$ cat config.mk
export PLATFORM = sky130hd
export DESIGN_NAME = sum_16bit
export DESIGN_NICKNAME = d
export VERILOG_FILES = /design/src/rtl/sum16_pkg.sv /design/src/rtl/cla_4bit.sv /design/src/rtl/sum_16bit.sv
export SDC_FILE = /design/constraint.sdc
export NUM_CORES = 1
export LEC_CHECK = 0
export CAP_MARGIN = 10
export CORE_MARGIN = 4
export CORE_UTILIZATION = 44
export CTS_CLUSTER_SIZE = 24
export DETAILED_ROUTE_END_ITERATION = 10
export PLACE_DENSITY = 0.85
export SLEW_MARGIN = 20
export SYNTH_ARGS = -nofsm -noshare
export SYNTH_HDL_FRONTEND = slang
export SYNTH_SLANG_ARGS = --single-unit
export TNS_END_PERCENT = 1
$ cat constraint.sdc
create_clock -name clk -period 3.8 [get_ports clk]
set_input_delay 0.57 -clock clk [delete_from_list [all_inputs] [get_ports clk]]
set_output_delay 0.57 -clock clk [all_outputs]
set_load 0.05 [all_outputs]
$ cat src/rtl/sum16_pkg.sv
// rtl/sum16_pkg.sv - shared constants and types for the 16-bit CLA adder
// Contents:
//   WIDTH, GROUP, NGROUPS  operand width, look-ahead group size, group count
//   word_t                 operand/result word
//   gp_t                   generate/propagate pair (bit level or group level)
package sum16_pkg;

    localparam int WIDTH   = 16;
    localparam int GROUP   = 4;
    localparam int NGROUPS = WIDTH / GROUP;

    typedef logic [WIDTH-1:0] word_t;

    typedef struct packed {
        logic g;
        logic p;
    } gp_t;

endpackage

$ cat src/rtl/cla_4bit.sv
// rtl/cla_4bit.sv - 4-bit carry-look-ahead slice with group generate/propagate
// Purpose: adds two 4-bit slices with a carry in, all internal carries in
//   flattened look-ahead form, and exports group G/P for the next level.
// Ports:
//   a, b  in   4  operand slices
//   ci    in   1  carry into bit 0 of the slice
//   s     out  4  slice sum
//   g     out  1  group generate  (slice produces a carry regardless of ci)
//   p     out  1  group propagate (slice passes ci straight through)
module cla_4bit
    import sum16_pkg::*;
(
    input  logic [GROUP-1:0] a,
    input  logic [GROUP-1:0] b,
    input  logic             ci,
    output logic [GROUP-1:0] s,
    output logic             g,
    output logic             p
);

    gp_t [GROUP-1:0]  bit_gp;
    logic [GROUP-1:0] c;

    always_comb begin
        for (int i = 0; i < GROUP; i++) begin
            bit_gp[i].g = a[i] & b[i];
            bit_gp[i].p = a[i] ^ b[i];
        end
    end

    // Each carry is a sum of products over the lower bits; no carry
    // depends on another carry, so the slice has no internal ripple.
    always_comb begin
        logic term;
        c    = '0;
        term = 1'b0;
        c[0] = ci;
        for (int k = 1; k < GROUP; k++) begin
            term = ci;
            for (int j = 0; j < k; j++) begin
                term = term & bit_gp[j].p;
            end
            c[k] = term;
            for (int j = 0; j < k; j++) begin
                term = bit_gp[j].g;
                for (int m = j + 1; m < k; m++) begin
                    term = term & bit_gp[m].p;
                end
                c[k] = c[k] | term;
            end
        end
    end

    always_comb begin
        logic term;
        g    = 1'b0;
        p    = 1'b1;
        term = 1'b0;
        for (int j = 0; j < GROUP; j++) begin
            p    = p & bit_gp[j].p;
            term = bit_gp[j].g;
            for (int m = j + 1; m < GROUP; m++) begin
                term = term & bit_gp[m].p;
            end
            g = g | term;
        end
    end

    always_comb begin
        for (int i = 0; i < GROUP; i++) begin
            s[i] = bit_gp[i].p ^ c[i];
        end
    end

endmodule

$ cat src/rtl/sum_16bit.sv
// rtl/sum_16bit.sv - registered two-level carry-look-ahead adder
// Purpose: {cout,sum} = a + b + cin, registered one cycle after the operands.
//   4-bit CLA slices feed a group look-ahead unit; group carries are formed
//   directly from group G/P and cin, never rippled between groups.
// Optional feature: define SUM16_OVF_EN to add the registered signed
//   overflow output ovf.
// Ports:
//   clk    in   1      system clock, rising edge
//   rst_n  in   1      synchronous active-low reset, clears all outputs
//   a, b   in   WIDTH  operands
//   cin    in   1      carry in
//   sum    out  WIDTH  registered (a + b + cin) mod 2^WIDTH
//   cout   out  1      registered carry out of the MSB
//   ovf    out  1      registered signed overflow (SUM16_OVF_EN only)
module sum_16bit
    import sum16_pkg::*;
#(
    parameter int WIDTH = sum16_pkg::WIDTH
)(
    input  logic             clk,
    input  logic             rst_n,
    input  logic [WIDTH-1:0] a,
    input  logic [WIDTH-1:0] b,
    input  logic             cin,
    output logic [WIDTH-1:0] sum,
    output logic             cout
`ifdef SUM16_OVF_EN
    ,
    output logic             ovf
`endif
);

    // WIDTH must be a multiple of GROUP.
    localparam int NG = WIDTH / GROUP;

    logic [NG:0]      gc;        // gc[k] = carry into group k, gc[NG] = cout
    logic [NG-1:0]    grp_g;
    logic [NG-1:0]    grp_p;
    logic [WIDTH-1:0] sum_next;

    for (genvar k = 0; k < NG; k++) begin : g_grp
        cla_4bit u_cla (
            .a  (a[k*GROUP +: GROUP]),
            .b  (b[k*GROUP +: GROUP]),
            .ci (gc[k]),
            .s  (sum_next[k*GROUP +: GROUP]),
            .g  (grp_g[k]),
            .p  (grp_p[k])
        );
    end

    // Group look-ahead: gc[k+1] = G[k] | P[k]G[k-1] | ... | P[k]..P[0]cin,
    // expanded fully so every group carry is two logic levels from G/P.
    always_comb begin
        logic c;
        logic term;
        gc    = '0;
        c     = 1'b0;
        term  = 1'b0;
        gc[0] = cin;
        for (int k = 0; k < NG; k++) begin
            c = cin;
            for (int j = 0; j <= k; j++) begin
                c = c & grp_p[j];
            end
            for (int j = 0; j <= k; j++) begin
                term = grp_g[j];
                for (int m = j + 1; m <= k; m++) begin
                    term = term & grp_p[m];
                end
                c = c | term;
            end
            gc[k+1] = c;
        end
    end

`ifdef SUM16_OVF_EN
    // Like-signed operands whose result sign differs: equivalent to c15 ^ c16.
    logic ovf_next;
    assign ovf_next = (a[WIDTH-1] == b[WIDTH-1]) & (sum_next[WIDTH-1] != a[WIDTH-1]);
`endif

    always_ff @(posedge clk) begin
        if (!rst_n) begin
            sum  <= '0;
            cout <= 1'b0;
`ifdef SUM16_OVF_EN
            ovf  <= 1'b0;
`endif
        end else begin
            sum  <= sum_next;
            cout <= gc[NG];
`ifdef SUM16_OVF_EN
            ovf  <= ovf_next;
`endif
        end
    end

endmodule

==> key figures, run 1 <==
Status
  – Status: finished clean

Hold path
  – Hold Path Cell Cnt: 4
  – Hold Crit Class: primary input to flip-flop

Place
  – Routability cong.: 0.742
  – Post-DP HPWL: 2270 um
  – IO Port Bufs: 51
  – Placed instance count: 195

CTS
  – Clk slew on worst S/H paths: 0.12 ns
  – Hold-fix buffers, CTS: 0
  – Bufs on Longest Clock Path: 2
  – Total CTS buffers: 3
  – CTS root buf: clkbuf_4
  – Post-cts sizing count: 0
  – H-tree depth: 1
  – TritonCTS clock tree: built
  – Postcts setup bufs: 0
  – Clock Sinks: 17

Finish
  – Area grow syn2layout: 51.2%
  – Fill count: 197
  – Area of the multi-input gates: 742 um^2
  – Fin cells: 199
  – Register Area: 340 um^2
  – Layout cell share with drive strength beyond 1: 2.34%
  – # nets final: 231
  – Fin util: 72.5%
  – Antenna diode count: 0

Global route
  – Vias in the first global route: 1,122
  – First-pass GRT wire length: 4640 um
  – Initial antenna violation count: 0
  – Global-route usage over all layers: 17.6%
  – Largest net degree at the start of global routing: 19
  – Grt ovf: 0

Route
  – Final wirelength: 2740 um
  – DRC viols: 0
  – DR vias: 1,050
  – Initial DRC count: 8
  – Vias per inst: 5.28
  – Wire per inst: 13.8 um
  – Antenna-violating nets left: 0
  – Drt pass-1 iters: 4

Die
  – Die area: 3400 um^2
  – Die Ht: 58.3 um
  – Initial core utilization: 48.0%
  – Site Rows: 17
  – Ports: 52
  – Die extent in x: 58.3 um
  – Core Region: 2320 um^2

Worst setup path
  – Crit path DAT: 3.18 ns
  – CP endpoint kind: flip-flop
  – Critical path peak fanout: 4
  – Crit start category: primary input
  – Worst path required time: 4.01 ns
  – Critical path class: primary input to flip-flop

Synthesis
  – Syn Std Cell Area: 1110 um^2
  – Flops & latches, synth: 17
  – Ys Warns: 0
  – Yosys top cell area share: 30.6%
  – Sequential share of the synthesized area: 30.6%
  – Cell variety after synth: 24
  – Cells after Synth: 117
  – Cell taking the most area after synthesis: dfxtp_1
  – Synth top area cells: dfxtp_1 (31%), ha_1 (22%), fa_1 (7.2%)
  – Mapped Avg Cell Area: 9.51 um^2
  – Syn nets: 176

Timing
  – Setup TNS: 0 ns
  – Least-Margin Pin Slew: 0.534 ns
  – Fin crit share: 78.3%
  – Setup Viol. Count Final: 0
  – Highest clock rate: 0.336 GHz
  – Period minus WS final: 2.97 ns
  – Slew Viols, Final: 0
  – Final hold vios: 0
  – Slew headroom: 64.3%
  – RSZ-0062 raised after global routing: no

Power
  – Max VDD drop: 0.000223 V
  – Power Total: 576 uW
  – Leakage: 0.719 nW
  – PwrDens: 342 nW/um^2

Job
  – Total of max-cap violations: 0
==> cells by family (layout without fill, tap and decap cells) <==
logic type / Yosys count / count (layout) / share of synthesized area [%]
simple gates: 36 / 36 / 18.3
buf+inv: 8 / 62 / 2.70
fa+ha+maj: 24 / 24 / 29.7
compound gates: 28 / 28 / 15.5
xor+xnor: 4 / 4 / 3.15
flops: 17 / 17 / 30.6
==> power by group <==
part	leakage (nW)	total, mW	switching, mW	internal [mW]
sequential	0.142	0.206	0.00591	0.200
clock	0.0177	0.103	0.0633	0.0392
combinational	0.560	0.267	0.151	0.116
==> through the flow <==
stage / setup WS [ns] / hold WS, ns / instance area (um^2)
2_1_floorplan: 1.17 / 0.715 / 1110
3_3_place_gp: 0.618 / 1.32 / 1650
3_5_place_dp: 0.494 / 1.33 / 1650
4_1_cts: 0.815 / 1.02 / 1680
5_1_grt: 0.611 / 1.06 / 1680
6_report: 0.826 / 1.01 / 1680
==> critical path, stage by stage <==
cell and delay, ns:
clkdlybuf4s50_1 0.40, ha_1 0.36, a41oi_1 0.25, o21ai_0 0.15, a21oi_1 0.24, o21bai_1 0.16
ha_1 0.20, o21a_1 0.19, o21a_1 0.19, or3_1 0.30, and3_1 0.17
==> cells in the mapped netlist, drive strengths merged <==
| library cell | count |
|---|---|
| xor2 | 3 |
| ha | 20 |
| o221ai | 1 |
| nand2 | 6 |
| and3 | 4 |
| nand3 | 1 |
| dfxtp | 17 |
| clkbuf | 1 |
| or3 | 5 |
| a21oi | 8 |
| o21bai | 1 |
| nor2 | 2 |
| nor3b | 4 |
| o21a | 8 |
| inv | 7 |
| nand4 | 2 |
| nor2b | 1 |
| o21ai | 8 |
| a41oi | 1 |
| fa | 4 |
| and2 | 7 |
| xnor2 | 1 |
| a22oi | 1 |
| nor3 | 4 |
==> per-layer routing <==
layer	vias up	GRT usage (%)	routed length [um]	part of all wire (%)
met1	481	19.0	1120	41
met5	-	0	0	0
met2	38	32.2	1420	52
met3	7	3.34	132	4.8
met4	0	8.61	60	2.2
li1	524	-	-	-
==> layout make-up <==
class | instances | area share (%)
clock buffer | 3 | 1.34
clock inverter | 1 | 0.298
inverter | 7 | 1.56
multi-input combinational | 92 | 44.1
sequential | 17 | 20.2
tap | 28 | 2.08
timing repair buffer | 51 | 30.4
==> path summary, 6_finish.rpt <==
kind                  startpoint                  to  slack [ns]
worst max-delay path        a[1]  sum[15]$_SDFF_PN0_        0.83
worst min-delay path        b[0]   sum[0]$_SDFF_PN0_        1.01
==> cells in the final DEF (no fill, tap or decap), types with 4 or more instances in the layout <==
master	instances
a21oi_1	8
and2_1	7
and3_1	4
clkdlybuf4s50_1	51
dfxtp_1	17
fa_1	4
ha_1	20
inv_1	7
nand2_1	6
nor3_1	4
nor3b_1	4
o21a_1	8
o21ai_0	8
or3_1	5
==> sequential cells by signal, summed over array words and instances, names as in the netlist <==
name  count
sum      16
cout      1
(Power assumes the default switching activity.)
==> inputs of run 2 (changes only) <==
--- a/config.mk
+++ b/config.mk
@@ -7,10 +7,10 @@
 export LEC_CHECK = 0
 export CAP_MARGIN = 10
 export CORE_MARGIN = 4
-export CORE_UTILIZATION = 44
+export CORE_UTILIZATION = 37
 export CTS_CLUSTER_SIZE = 24
 export DETAILED_ROUTE_END_ITERATION = 10
-export PLACE_DENSITY = 0.85
+export PLACE_DENSITY = 0.76
 export SLEW_MARGIN = 20
 export SYNTH_ARGS = -nofsm -noshare
 export SYNTH_HDL_FRONTEND = slang
==> constraint.sdc (replaced) <==
create_clock -name clk -period 2.6 [get_ports clk]
set_input_delay 0.39 -clock clk [delete_from_list [all_inputs] [get_ports clk]]
set_output_delay 0.39 -clock clk [all_outputs]
set_load 0.05 [all_outputs]
==> run 2 against run 1 <==
Sequential share of layout area down 3.8 points. Routed wire length rose by 23%. Clock-buffer cell count is the same. First-iteration DRC count rose by 100%. Largest power group unchanged. Global-route usage down 0.88 points. Die area is 16% higher. Critical path depth increased by 1. Sequential power up 46%. Design area increased by 23%. Sequential cell count did not move.
==> key figures, run 2 (synthesis results as in run 1) <==
Status
  – Status: finished clean (unchanged)

Power
  – PwrDens: 454 nW/um^2 (was 342 nW/um^2)
  – Power Total: 938 uW (was 576 uW)
  – Sw power: 356 uW (was 220 uW)
  – Combinational Power Share: 51.7% (was 46.4%)
  – Max VDD drop: 0.000200 V (was 0.000223 V)
  – Register share of total power: 32.1% (was 35.8%)
  – Leakage: 0.974 nW (was 0.719 nW)
  – Switching portion of total power: 38.0% (was 38.2%)
  – Clock share of power: 16.3% (was 17.8%)
  – Cell Int Power: 582 uW (was 356 uW)

Timing
  – Fin crit share: 98.2%
  – Setup Viol. Count Final: 0 (unchanged)
  – Final critical-path setup slack: 0.0471 ns (was 0.826 ns)
  – Setup TNS: 0 ns (unchanged)
  – Final hold vios: 0 (unchanged)
  – Final hold slack: 0.577 ns (was 1.01 ns)
  – Slew headroom: 64.6% (was 64.3%)
  – Least-Margin Pin Slew: 0.529 ns (was 0.534 ns)
  – Period minus WS final: 2.55 ns
  – Slew Viols, Final: 0 (unchanged)
  – Highest clock rate: 0.392 GHz

Die
  – Initial core utilization: 39.7% (was 48.0%)
  – Ports: 52 (unchanged)
  – Core Region: 2810 um^2 (was 2320 um^2)
  – Die extent in x: 62.8 um (was 58.3 um)
  – Die Ht: 62.8 um (was 58.3 um)
  – Die area: 3950 um^2 (was 3400 um^2)
  – Site Rows: 19 (was 17)

CTS
  – Total CTS buffers: 3 (unchanged)
  – TritonCTS clock tree: built (unchanged)
  – Clock Sinks: 17 (unchanged)
  – Hold-fix buffers, CTS: 0 (unchanged)
  – H-tree depth: 1 (unchanged)
  – Bufs on Longest Clock Path: 2 (unchanged)
  – Clk slew on worst S/H paths: 0.11 ns (was 0.12 ns)
  – CTS root buf: clkbuf_4 (unchanged)

Finish
  – Layout cell share with drive strength beyond 1: 24.1% (was 2.34%)
  – Regs by FF count: sum (16), cout (1) (unchanged)
  – Design area: 2060 um^2 (was 1680 um^2)
  – Area grow syn2layout: 85.6% (was 51.2%)
  – Largest register FFs: 16 (unchanged)
  – Fin cells: 230 (was 199)
  – Antenna diode count: 0 (unchanged)
  – Most common cell after layout, fill and taps aside: clkdlybuf4s50_1 (unchanged)
  – # nets final: 259 (was 231)
  – Largest register by flop count: sum (unchanged)
  – Fill count: 205 (was 197)
  – Fin util: 73.6% (was 72.5%)
  – Most frequent cells in the layout: clkdlybuf4s50_1 (38), buf_4 (28), dfxtp_1 (17) (was clkdlybuf4s50_1 (51), ha_1 (20), dfxtp_1 (17))

Route
  – DR vias: 1,190 (was 1,050)
  – Drt pass-1 iters: 5 (was 4)
  – Antenna-violating nets left: 0 (unchanged)
  – Wire per inst: 14.7 um (was 13.8 um)
  – DRC viols: 0 (unchanged)
  – Vias per inst: 5.17 (was 5.28)
  – Initial DRC count: 16 (was 8)
  – Final wirelength: 3380 um (was 2740 um)

Place
  – Placed cell area: 1840 um^2 (was 1650 um^2)
  – Post-Place Setup Slack: -0.485 ns (was 0.494 ns)
  – Routability cong.: 0.767 (was 0.742)
  – Post-DP HPWL: 2570 um (was 2270 um)
  – IO Port Bufs: 51 (unchanged)
  – Placed instance count: 222 (was 195)

Hold path
  – Hold Path Cell Cnt: 4 (unchanged)
  – Hold Crit Class: primary input to flip-flop (unchanged)

Global route
  – Grt ovf: 0 (unchanged)
  – Vias in the first global route: 1,250 (was 1,122)
  – Initial antenna violation count: 0 (unchanged)
  – Largest net degree at the start of global routing: 18 (was 19)
  – Global-route usage over all layers: 16.7% (was 17.6%)
  – First-pass GRT wire length: 5290 um (was 4640 um)

Worst setup path
  – Worst path required time: 2.81 ns (was 4.01 ns)
  – Crit start category: primary input (unchanged)
  – CP endpoint kind: flip-flop (unchanged)
  – Crit path DAT: 2.76 ns (was 3.18 ns)
  – Critical path class: primary input to flip-flop (unchanged)
  – Critical path peak fanout: 3 (was 4)

Job
  – Total of max-cap violations: 0 (unchanged)
run 2: cell count changes in the layout (fill, tap and decap cells not counted), sizes merged:
cell | before | now
clkinvlp | 0 | 1
buf | 0 | 28
dlymetal6s2s | 0 | 13
clkinv | 1 | 0
clkdlybuf4s50 | 51 | 38
run 2: final timing paths:
kind | startpoint | end
max | a[6] | sum[11]$_SDFF_PN0_
min | b[0] | sum[0]$_SDFF_PN0_
run 2: final cells by class:
class | instances | area [um^2] | area share, %
inverters | 7 | 28.8 | 1.39
multi-input cells | 92 | 873 | 42.3
flip-flops and latches | 17 | 340 | 16.5
repair buffers | 79 | 753 | 36.5
well taps | 31 | 38.8 | 1.88
clock inverters | 1 | 7.51 | 0.364
clock buffers | 3 | 22.5 | 1.09
run 2: critical path: stages:
cell	delay (ns)
clkdlybuf4s50_1	0.50
ha_4	0.21
nand4_1	0.10
o221ai_2	0.12
a21oi_2	0.18
buf_4	0.16
inv_4	0.04
ha_4	0.14
o21a_1	0.21
o21a_1	0.21
or3_1	0.34
and3_1	0.16
run 2: routing by layer:
metal  vias up  track usage, %  wire [um]
met1       560            16.1       1300
met4         0            9.37         87
li1        585               -          -
met2        36            32.8       1860
met3         9            3.06        127
met5         -               0          0
run 2: what timing repair did:
action                                  4_1_cts  5_1_grt
pin swaps                                     4       14
resized for setup                             5       27
endpoints found under the setup margin        3        2
buffers inserted                              1        3
run 2: power by group through the flow:
stage               combinational, mW  sequential (mW)  clock, mW
finish                          0.485            0.301      0.153
global route                    0.520            0.305      0.172
CTS                             0.452            0.302      0.156
detailed placement              0.440            0.308          0
global placement                0.424            0.306          0
floorplan                       0.127            0.422          0
